<file path="src/rtl/lsu_if.sv">
// lsu_if: execute-side, data-memory and writeback signal bundle of the load/store unit.
// Latency: none; pure wiring.
// Backpressure: ex_ready throttles the execute stage, dmem_ack completes the memory request.
interface lsu_if #(
    parameter int REG_WIDTH  = 32,
    parameter int ADDR_WIDTH = 32
);
    // execute stage side
    logic                   ex_valid;
    logic                   ex_ready;
    logic                   mem_read;
    logic                   mem_write;
    logic [2:0]             funct3;
    logic [REG_WIDTH-1:0]   addr;
    logic [REG_WIDTH-1:0]   store_data;
    logic [4:0]             rd_in;
    // data memory side
    logic                   dmem_req;
    logic                   dmem_we;
    logic [ADDR_WIDTH-1:0]  dmem_addr;
    logic [3:0]             dmem_be;
    logic [31:0]            dmem_wdata;
    logic                   dmem_ack;
    logic [31:0]            dmem_rdata;
    // writeback side
    logic                   wb_valid;
    logic [4:0]             wb_rd;
    logic [31:0]            wb_data;
    logic                   misalign;

    // LSU view
    modport slave (
        input  ex_valid, mem_read, mem_write, funct3, addr, store_data, rd_in,
        input  dmem_ack, dmem_rdata,
        output ex_ready, dmem_req, dmem_we, dmem_addr, dmem_be, dmem_wdata,
        output wb_valid, wb_rd, wb_data, misalign
    );

    // environment view (execute stage + memory + writeback)
    modport master (
        output ex_valid, mem_read, mem_write, funct3, addr, store_data, rd_in,
        output dmem_ack, dmem_rdata,
        input  ex_ready, dmem_req, dmem_we, dmem_addr, dmem_be, dmem_wdata,
        input  wb_valid, wb_rd, wb_data, misalign
    );
endinterface

</file>
<file path="src/rtl/lsu.sv">
// lsu: load/store unit; single-beat dmem request with byte enables, lane-replicated store data, load extension.
// Latency: dmem_req the cycle after acceptance; wb_valid the cycle after the ack is sampled.
// Backpressure: ex_ready only in IDLE, one transaction outstanding; optional LSU_MISALIGN_TRAP_EN adds a TRAP state.
module lsu #(
    parameter int REG_WIDTH  = 32,
    parameter int ADDR_WIDTH = 32
) (
    input logic  clk,
    input logic  reset_n,
    lsu_if.slave bus
);

`ifdef LSU_MISALIGN_TRAP_EN
    typedef enum logic [1:0] {S_IDLE, S_REQ, S_TRAP} state_t;
`else
    typedef enum logic [1:0] {S_IDLE, S_REQ} state_t;
`endif

    state_t                 state_q, state_d;
    logic                   we_q, we_d;
    logic [ADDR_WIDTH-1:0]  addr_q, addr_d;
    logic [3:0]             be_q, be_d;
    logic [REG_WIDTH-1:0]   wdata_q, wdata_d;
    logic [2:0]             f3_q, f3_d;
    logic [1:0]             off_q, off_d;
    logic [4:0]             rd_q, rd_d;
    logic                   wb_valid_q, wb_valid_d;
    logic [4:0]             wb_rd_q, wb_rd_d;
    logic [31:0]            wb_data_q, wb_data_d;
    logic                   misalign_q, misalign_d;

    logic [3:0]             be_calc;
    logic [REG_WIDTH-1:0]   wdata_calc;
    logic [7:0]             lane_b;
    logic [15:0]            lane_h;
    logic [31:0]            load_ext;
    logic                   accept;

    assign accept = bus.ex_valid && (bus.mem_read || bus.mem_write);

    // Byte enables and replicated store data from the incoming op; funct3[1:0] picks the size, 1x is word.
    always_comb begin
        be_calc    = 4'b1111;
        wdata_calc = bus.store_data;
        unique case (bus.funct3[1:0])
            2'b00: begin
                be_calc    = 4'b0001 << bus.addr[1:0];
                wdata_calc = {4{bus.store_data[7:0]}};
            end
            2'b01: begin
                be_calc    = 4'b0011 << {bus.addr[1], 1'b0};
                wdata_calc = {2{bus.store_data[15:0]}};
            end
            default: ;
        endcase
    end

`ifdef LSU_MISALIGN_TRAP_EN
    logic mis_calc;
    // Half with odd address, or word not on a 4-byte boundary.
    always_comb begin
        mis_calc = ((bus.funct3[1:0] == 2'b01) && bus.addr[0]) ||
                   (bus.funct3[1] && (bus.addr[1:0] != 2'b00));
    end
`endif

    // Lane selection and sign/zero extension of the returned word using the latched op.
    always_comb begin
        unique case (off_q)
            2'd0:    lane_b = bus.dmem_rdata[7:0];
            2'd1:    lane_b = bus.dmem_rdata[15:8];
            2'd2:    lane_b = bus.dmem_rdata[23:16];
            default: lane_b = bus.dmem_rdata[31:24];
        endcase
        lane_h = off_q[1] ? bus.dmem_rdata[31:16] : bus.dmem_rdata[15:0];
        unique case (f3_q)
            3'b000:  load_ext = {{24{lane_b[7]}}, lane_b};
            3'b001:  load_ext = {{16{lane_h[15]}}, lane_h};
            3'b100:  load_ext = {24'd0, lane_b};
            3'b101:  load_ext = {16'd0, lane_h};
            default: load_ext = bus.dmem_rdata;
        endcase
    end

    // Next-state and next-output computation for the transaction FSM.
    always_comb begin
        state_d    = state_q;
        we_d       = we_q;
        addr_d     = addr_q;
        be_d       = be_q;
        wdata_d    = wdata_q;
        f3_d       = f3_q;
        off_d      = off_q;
        rd_d       = rd_q;
        wb_valid_d = 1'b0;
        wb_rd_d    = wb_rd_q;
        wb_data_d  = wb_data_q;
        misalign_d = 1'b0;
        unique case (state_q)
            S_IDLE: begin
                if (accept) begin
                    we_d    = bus.mem_write;
                    addr_d  = {bus.addr[ADDR_WIDTH-1:2], 2'b00};
                    be_d    = be_calc;
                    wdata_d = wdata_calc;
                    f3_d    = bus.funct3;
                    off_d   = bus.addr[1:0];
                    rd_d    = bus.rd_in;
                    state_d = S_REQ;
`ifdef LSU_MISALIGN_TRAP_EN
                    if (mis_calc) begin
                        state_d    = S_TRAP;
                        misalign_d = 1'b1;
                    end
`endif
                end
            end
            S_REQ: begin
                if (bus.dmem_ack) begin
                    state_d = S_IDLE;
                    if (!we_q) begin
                        wb_valid_d = 1'b1;
                        wb_rd_d    = rd_q;
                        wb_data_d  = load_ext;
                    end
                end
            end
            default: state_d = S_IDLE;
        endcase
    end

    // State and registered outputs; reset clears everything immediately.
    always_ff @(posedge clk or negedge reset_n) begin
        if (!reset_n) begin
            state_q    <= S_IDLE;
            we_q       <= 1'b0;
            addr_q     <= '0;
            be_q       <= '0;
            wdata_q    <= '0;
            f3_q       <= '0;
            off_q      <= '0;
            rd_q       <= '0;
            wb_valid_q <= 1'b0;
            wb_rd_q    <= '0;
            wb_data_q  <= '0;
            misalign_q <= 1'b0;
        end else begin
            state_q    <= state_d;
            we_q       <= we_d;
            addr_q     <= addr_d;
            be_q       <= be_d;
            wdata_q    <= wdata_d;
            f3_q       <= f3_d;
            off_q      <= off_d;
            rd_q       <= rd_d;
            wb_valid_q <= wb_valid_d;
            wb_rd_q    <= wb_rd_d;
            wb_data_q  <= wb_data_d;
            misalign_q <= misalign_d;
        end
    end

    assign bus.ex_ready   = (state_q == S_IDLE);
    assign bus.dmem_req   = (state_q == S_REQ);
    assign bus.dmem_we    = we_q;
    assign bus.dmem_addr  = addr_q;
    assign bus.dmem_be    = be_q;
    assign bus.dmem_wdata = wdata_q;
    assign bus.wb_valid   = wb_valid_q;
    assign bus.wb_rd      = wb_rd_q;
    assign bus.wb_data    = wb_data_q;
    assign bus.misalign   = misalign_q;

endmodule

</file>
<file path="src/flat_wrapper.sv">
// flat-port wrapper written by rule: the top's interface ports become plain ports
module lsu_flat 
#(
    parameter int REG_WIDTH  = 32,
    parameter int ADDR_WIDTH = 32
)
  (clk, reset_n, bus_ex_valid, bus_mem_read, bus_mem_write, bus_funct3, bus_addr, bus_store_data, bus_rd_in, bus_dmem_ack, bus_dmem_rdata, bus_ex_ready, bus_dmem_req, bus_dmem_we, bus_dmem_addr, bus_dmem_be, bus_dmem_wdata, bus_wb_valid, bus_wb_rd, bus_wb_data, bus_misalign);
  lsu_if #(.REG_WIDTH(REG_WIDTH), .ADDR_WIDTH(ADDR_WIDTH)) bus_i ();
  input logic clk;
  input logic reset_n;
  input wire logic [$bits(bus_i.ex_valid)-1:0] bus_ex_valid;
  input wire logic [$bits(bus_i.mem_read)-1:0] bus_mem_read;
  input wire logic [$bits(bus_i.mem_write)-1:0] bus_mem_write;
  input wire logic [$bits(bus_i.funct3)-1:0] bus_funct3;
  input wire logic [$bits(bus_i.addr)-1:0] bus_addr;
  input wire logic [$bits(bus_i.store_data)-1:0] bus_store_data;
  input wire logic [$bits(bus_i.rd_in)-1:0] bus_rd_in;
  input wire logic [$bits(bus_i.dmem_ack)-1:0] bus_dmem_ack;
  input wire logic [$bits(bus_i.dmem_rdata)-1:0] bus_dmem_rdata;
  output wire logic [$bits(bus_i.ex_ready)-1:0] bus_ex_ready;
  output wire logic [$bits(bus_i.dmem_req)-1:0] bus_dmem_req;
  output wire logic [$bits(bus_i.dmem_we)-1:0] bus_dmem_we;
  output wire logic [$bits(bus_i.dmem_addr)-1:0] bus_dmem_addr;
  output wire logic [$bits(bus_i.dmem_be)-1:0] bus_dmem_be;
  output wire logic [$bits(bus_i.dmem_wdata)-1:0] bus_dmem_wdata;
  output wire logic [$bits(bus_i.wb_valid)-1:0] bus_wb_valid;
  output wire logic [$bits(bus_i.wb_rd)-1:0] bus_wb_rd;
  output wire logic [$bits(bus_i.wb_data)-1:0] bus_wb_data;
  output wire logic [$bits(bus_i.misalign)-1:0] bus_misalign;
  assign bus_i.ex_valid = bus_ex_valid;
  assign bus_i.mem_read = bus_mem_read;
  assign bus_i.mem_write = bus_mem_write;
  assign bus_i.funct3 = bus_funct3;
  assign bus_i.addr = bus_addr;
  assign bus_i.store_data = bus_store_data;
  assign bus_i.rd_in = bus_rd_in;
  assign bus_i.dmem_ack = bus_dmem_ack;
  assign bus_i.dmem_rdata = bus_dmem_rdata;
  assign bus_ex_ready = bus_i.ex_ready;
  assign bus_dmem_req = bus_i.dmem_req;
  assign bus_dmem_we = bus_i.dmem_we;
  assign bus_dmem_addr = bus_i.dmem_addr;
  assign bus_dmem_be = bus_i.dmem_be;
  assign bus_dmem_wdata = bus_i.dmem_wdata;
  assign bus_wb_valid = bus_i.wb_valid;
  assign bus_wb_rd = bus_i.wb_rd;
  assign bus_wb_data = bus_i.wb_data;
  assign bus_misalign = bus_i.misalign;
  lsu #(.REG_WIDTH(REG_WIDTH), .ADDR_WIDTH(ADDR_WIDTH)) u_core (.clk(clk), .reset_n(reset_n), .bus(bus_i));
endmodule
</file>
<file path="config.mk">
export PLATFORM = sky130hd
export DESIGN_NAME = lsu_flat
export DESIGN_NICKNAME = d
export VERILOG_FILES = /design/src/rtl/lsu_if.sv /design/src/rtl/lsu.sv /design/src/flat_wrapper.sv
export SDC_FILE = /design/constraint.sdc
export NUM_CORES = 1
export LEC_CHECK = 0
export ABC_AREA = 1
export ABC_CLOCK_PERIOD_IN_PS = 4200
export CAP_MARGIN = 20
export CORE_MARGIN = 1
export CORE_UTILIZATION = 35
export DETAILED_ROUTE_END_ITERATION = 7
export GPL_TIMING_DRIVEN = 0
export PLACE_DENSITY = 0.67
export SYNTH_ARGS = -nofsm -noshare
export SYNTH_HDL_FRONTEND = slang
export SYNTH_SLANG_ARGS = --single-unit
</file>
<file path="constraint.sdc">
create_clock -name clk -period 4.2 [get_ports clk]
set_clock_uncertainty 0.15 [all_clocks]
set_input_delay 0.63 -clock clk [delete_from_list [all_inputs] [get_ports clk]]
set_output_delay 0.63 -clock clk [all_outputs]
set_load 0.05 [all_outputs]
</file>
==> flow_metrics.tcl, run 1 <==
set metrics [dict create \
    place_area_um2 7884 \
    cts_buffer_depth 2 \
    synth_cell_type_count 27 \
    criticalPathCategory "reg -> out" \
    hpwlAfterDp_um 12570 \
    grt_pass1_vias 5241 \
    grt_max_degree 70 \
    seqCellArea_um2 2903 \
    grt_pass1_wl_um 27680 \
    num_vias 5349 \
    core_area_um2 15200 \
    ant_nets 0 \
    drv_slew 0 \
    grt_setup_unrepaired "no" \
    dieArea_um2 16130 \
    slew_headroom_pct 59.29 \
    hold_class "reg -> reg" \
    critPathLaunchType "flop" \
    core.rowCount 45 \
    dr.pass1.iters 5 \
    drt_iter0_markers 393 \
    clkTransAtPathRegs_ns 0.05 \
    period_needed_ns 2.475 \
    setup_violations 0 \
    final_nets 1030 \
    p_total_mw 5.712 \
    syn_area_um2 5470 \
    clockRootBuffer "clkbuf_16" \
    syn_area_per_cell_um2 8.009 \
    end_kind "output pin" \
    cp.arrival_ns 1.70 \
    dpl.cell_count 1088 \
    clock_sinks 116 \
    port_buffers 214 \
    cts_resized 0 \
    worstPathMaxFanout 4 \
    area_growth_pct 54.14 \
    yosys_warnings 0 \
    h-tree-depth 4 \
    outcome "complete, no violations" \
    tritoncts "yes" \
    grt_use_total_pct 22.50 \
    worst_path_max_delay_cell "clkdlybuf4s50_1" \
    finalWirelength_um 17330 \
    seq_area_frac_synth_pct 53.06 \
    netlist_instances 683 \
    wire_per_inst_um 15.46 \
    die_x_um 127.0 \
    final_util_pct 55.46 \
    max_freq_ghz 0.4040 \
    die_y_um 127.0 \
    insertion_delay_ns 0.41 \
    n_fill_cell 1439 \
    grt_antenna_before_repair 0 \
    initial_core_util_pct 35.98 \
    io_pins 220 \
    drc 0 \
    stdcell_area_um2 8432 \
    p_leak_nw 4.031 \
    max_stage_delay_ns 0.80 \
    p_per_area_nw_per_um2 677.5 \
    crit_required_ns 3.42 \
    finalHoldViolCount 0 \
    worstMarginPinSlew_ns 0.6087 \
    gp_congestion 0.8448 \
    peakVddDrop_v 0.0003323 \
    post-route-period-util_pct 58.94 \
    ys_seq_elements 116 \
    worstPathCellList "inv_1 > clkdlybuf4s50_1" \
    multi_input_area_um2 2117 \
    maxCapViolCount 0 \
    viasPerCell 4.772 \
    cts_buffers 17 \
    layout-drive-gt1-share_pct 10.93 \
    fin_cells 1121 \
    grt_overflow_total 0 \
    diodes 0 \
]
## Yosys cell counts (all sizes together)
| cell type | count | share of area (%) |
|---|---|---|
| conb | 1 | 0.069 |
| buf | 31 | 3.7 |
| a21oi | 61 | 5.6 |
| nand2 | 257 | 18 |
| inv | 55 | 3.8 |
| clkbuf | 11 | 0.75 |
| nor3 | 5 | 0.46 |
| nand3 | 38 | 4.6 |
| o21ai | 60 | 5.6 |
| or2 | 18 | 2.1 |
| a31oi | 2 | 0.23 |
| nor2 | 26 | 2.1 |
| dfrtp | 116 | 53 |
| clkinv | 1 | 0.069 |
| nand3b | 1 | 0.14 |
## registers in the layout, indices dropped and copies added, names as in the netlist
register	cells
u_core.bus.dmem_addr	30
u_core.bus.dmem_be	4
u_core.bus.dmem_wdata	32
u_core.bus.dmem_we	1
u_core.bus.wb_data	32
u_core.bus.wb_rd	5
u_core.bus.wb_valid	1
u_core.f3_q	3
u_core.off_q	2
u_core.rd_q	5
u_core.state_q	1
## critical path: cells and delay by family (launching register included)
family	cells	cell delay, ns
flip-flops	1	0.40
buffers and inverters	2	0.88
## metrics by stage
| step | TNS (ns) | worst slack (ns) | hold WS, ns |
|---|---|---|---|
| after floorplan | 0 | 2.426 | 0.1844 |
| final | 0 | 1.725 | 0.3236 |
| after global routing | 0 | 1.640 | 0.3507 |
| after CTS | 0 | 1.700 | 0.3287 |
| after detailed placement | 0 | 1.702 | 0.3122 |
| after global placement | -272.27 | -2.357 | 0.3077 |
## cell families (layout without fill, tap and decap cells)
kind of cell | after synthesis | count (layout) | synth area share [%]
AO/OA/AOI/OAI | 123 | 123 | 11.44
buffers and inverters | 98 | 346 | 8.371
flip-flops | 116 | 116 | 53.06
other | 1 | 3 | 0.06855
AND/OR/NAND/NOR | 345 | 345 | 27.06
## cell usage in the layout (no fill, tap or decap), drive strengths merged, types with 8 or more instances in the layout
| cell | count |
|---|---|
| buf | 33 |
| clkbuf | 33 |
| inv | 55 |
| nand3 | 38 |
| clkinv | 8 |
| a21oi | 61 |
| or2 | 18 |
| nor2 | 26 |
| nand2 | 257 |
| dfrtp | 116 |
| clkdlybuf4s50 | 213 |
| o21ai | 60 |
## layer usage
layer  wire, um  track usage, %
met5          0               0
met4        278           7.633
met3       1683           8.752
met2       7920           35.42
met1       7449           28.29
## final timing paths
| check | startpoint | to | slack [ns] | cells past startpoint |
|---|---|---|---|---|
| worst max-delay path | u_core.state_q[0] | bus_ex_ready | 1.72 | 2 |
| worst min-delay path | u_core.bus.dmem_addr[2] | u_core.bus.dmem_addr[2] | 0.32 | 2 |
| worst max register to register | u_core.state_q[0] | u_core.bus.wb_data[0] | 2.51 | 7 |
| worst min register to register | u_core.bus.dmem_addr[2] | u_core.bus.dmem_addr[2] | 0.32 | 2 |
| max in group asynchronous | reset_n | u_core.bus.dmem_wdata[9] | 2.63 | 3 |
| min in group asynchronous | reset_n | u_core.bus.wb_data[24] | 0.57 | 2 |
## report_power, final
part	total [mW]	switching (mW)	internal, mW
Sequential	1.66	0.198	1.46
Clock	1.33	0.510	0.821
Combinational	2.73	1.80	0.924
## cell type report
class                           count  share of cell area (%)
Buffer                             42                   2.908
Multi-Input combinational cell    471                   25.11
Clock inverter                     10                  0.9942
Timing Repair Buffer              216                   25.86
Sequential cell                   116                   34.43
Clock buffer                       22                   5.387
Tap cell                          188                   2.790
Inverter                           56                   2.523
## what timing repair did
item / CTS / global route
buffers inserted: 0 / 0
hold endpoints to repair: 1 / 0
hold buffers: 1 / 0
Note: power is estimated with default switching activity, not from simulation.
==> run 2: changes to the inputs <==
Settings changed: ABC_CLOCK_PERIOD_IN_PS 4200 to 2100, PLACE_DENSITY 0.67 to 0.7.
Clock period 4.2 ns to 2.1 ns, I/O delays scaled along.
==> run 2 against run 1 <==
Compared with the run above:
- sequential share of layout area decreased by 0.63 points
- routed wire length is 0.63% lower
- setup slack got worse by 1.7 ns
- critical endpoint is now bus_dmem_addr[5]
==> flow_metrics.tcl, run 2 (synthesized netlist as in run 1, its figures left out) <==
set metrics [dict create \
    outcome "complete, no violations" \
    insertion_delay_ns 0.41 \
    period_needed_ns 2.062 \
    dpl.cell_count 1088 \
    core_area_um2 15200 \
    initial_core_util_pct 35.98 \
    critPathLaunchType "flop" \
    worst_path_max_delay_cell "clkdlybuf4s50_1" \
    num_vias 5324 \
    drv_slew 0 \
    wire_per_inst_um 15.36 \
    p_per_area_nw_per_um2 1389 \
    post_cts_buffers 0 \
    fin_ws_ns 0.03841 \
    gp_congestion 0.8680 \
    die_x_um 127.0 \
    core.rowCount 45 \
    crit_required_ns 1.63 \
    max_stage_delay_ns 0.83 \
    dr.pass1.iters 4 \
    ant_nets 0 \
    clkTransAtPathRegs_ns 0.06 \
    p_total_mw 11.93 \
    slew_headroom_pct 60.86 \
    cts_buffer_depth 2 \
    final_nets 1030 \
    worstPathMaxFanout 2 \
    tritoncts "yes" \
    grt_antenna_before_repair 0 \
    clockRootBuffer "clkbuf_16" \
    criticalPathCategory "reg -> out" \
    grt_pass1_wl_um 27440 \
    crit_buf_inv 1 \
    place_area_um2 7884 \
    post-route-period-util_pct 98.17 \
    tns_ns 0 \
    viasPerCell 4.749 \
    peakVddDrop_v 0.0006248 \
    io_pins 220 \
    grt_use_total_pct 22.16 \
    final_common_cell "nand2_1" \
    drc 0 \
    drt_iter0_markers 294 \
    dieArea_um2 16130 \
    grt_max_degree 88 \
    hold_class "in -> reg" \
    worstPathCellList "clkdlybuf4s50_1" \
    layout-drive-gt1-share_pct 11.15 \
    area_growth_pct 57.00 \
    cts_buffers 17 \
    cp_top_family "buffers and inverters" \
    worstMarginPinSlew_ns 0.5871 \
    clock_sinks 116 \
    fin_cells 1121 \
    dp_slack_ns -0.08035 \
    final_cell_mix "nand2_1, clkdlybuf4s50_1, dfrtp_1" \
    finalHoldViolCount 0 \
    hpwlAfterDp_um 12540 \
    max_freq_ghz 0.4851 \
    die_y_um 127.0 \
    cp.arrival_ns 1.60 \
    setup_violations 0 \
    finalWirelength_um 17220 \
    final_util_pct 56.49 \
    whs_ns 0.1522 \
    diodes 0 \
    maxCapViolCount 0 \
    h-tree-depth 4 \
    grt_pass1_vias 5349 \
    stdcell_area_um2 8588 \
    end_kind "output pin" \
    port_buffers 214 \
    rrSetupSlack_ns 0.35 \
    p_leak_nw 4.314 \
    grt_overflow_total 0 \
]
## run 2: cell types whose count changed in the layout (fill, tap and decap cells not counted), sizes merged
cell           change
dlymetal6s2s      +21
bufinv             +4
clkinv             -5
clkbuf             -2
dlygate4sd2        +6
inv                +1
clkinvlp           +2
clkdlybuf4s50     -27
## run 2: worst paths after layout
path	start	endpoint	cells after the start
worst max-delay path	u_core.bus.dmem_addr[5]	bus_dmem_addr[5]	1
worst min-delay path	bus_funct3[0]	u_core.bus.dmem_wdata[31]	3
worst max register to register	u_core.state_q[0]	u_core.bus.wb_data[3]	7
worst min register to register	u_core.bus.dmem_addr[2]	u_core.bus.dmem_addr[2]	2
max in group asynchronous	reset_n	u_core.bus.dmem_be[3]	3
min in group asynchronous	reset_n	u_core.bus.wb_data[4]	2
## run 2: timing repair
| action | 4_1_cts | 5_1_grt |
|---|---|---|
| endpoints found under the setup margin | 6 | 21 |
| hold buffers | 1 | 0 |
| hold endpoints to repair | 29 | 0 |
| pin swaps | 0 | 0 |
| resized for setup | 6 | 21 |
## run 2: area by class of cell
class | count | area [um^2]
clock buffer | 20 | 446.7
buffer | 42 | 245.2
clock inverter | 12 | 202.7
inverter | 56 | 212.7
tap | 188 | 235.2
multi-input combinational | 471 | 2117
timing repair buffer | 216 | 2226
sequential | 116 | 2903
fill | 1406 | 6614
## run 2: where the power goes
group / internal, mW / total [mW] / leakage, nW / switching (mW)
combinational: 1.82 / 5.41 / 2.59 / 3.60
clock: 2.14 / 3.20 / 0.303 / 1.06
sequential: 2.91 / 3.32 / 1.42 / 0.405
## run 2: metal layers
metal	global-route usage, %	up-vias	routed length, um
met5	0	-	0
met2	34.74	223	7876
met1	28.11	2446	7396
met4	8.824	0	361
li1	-	2627	-
met3	7.663	28	1589
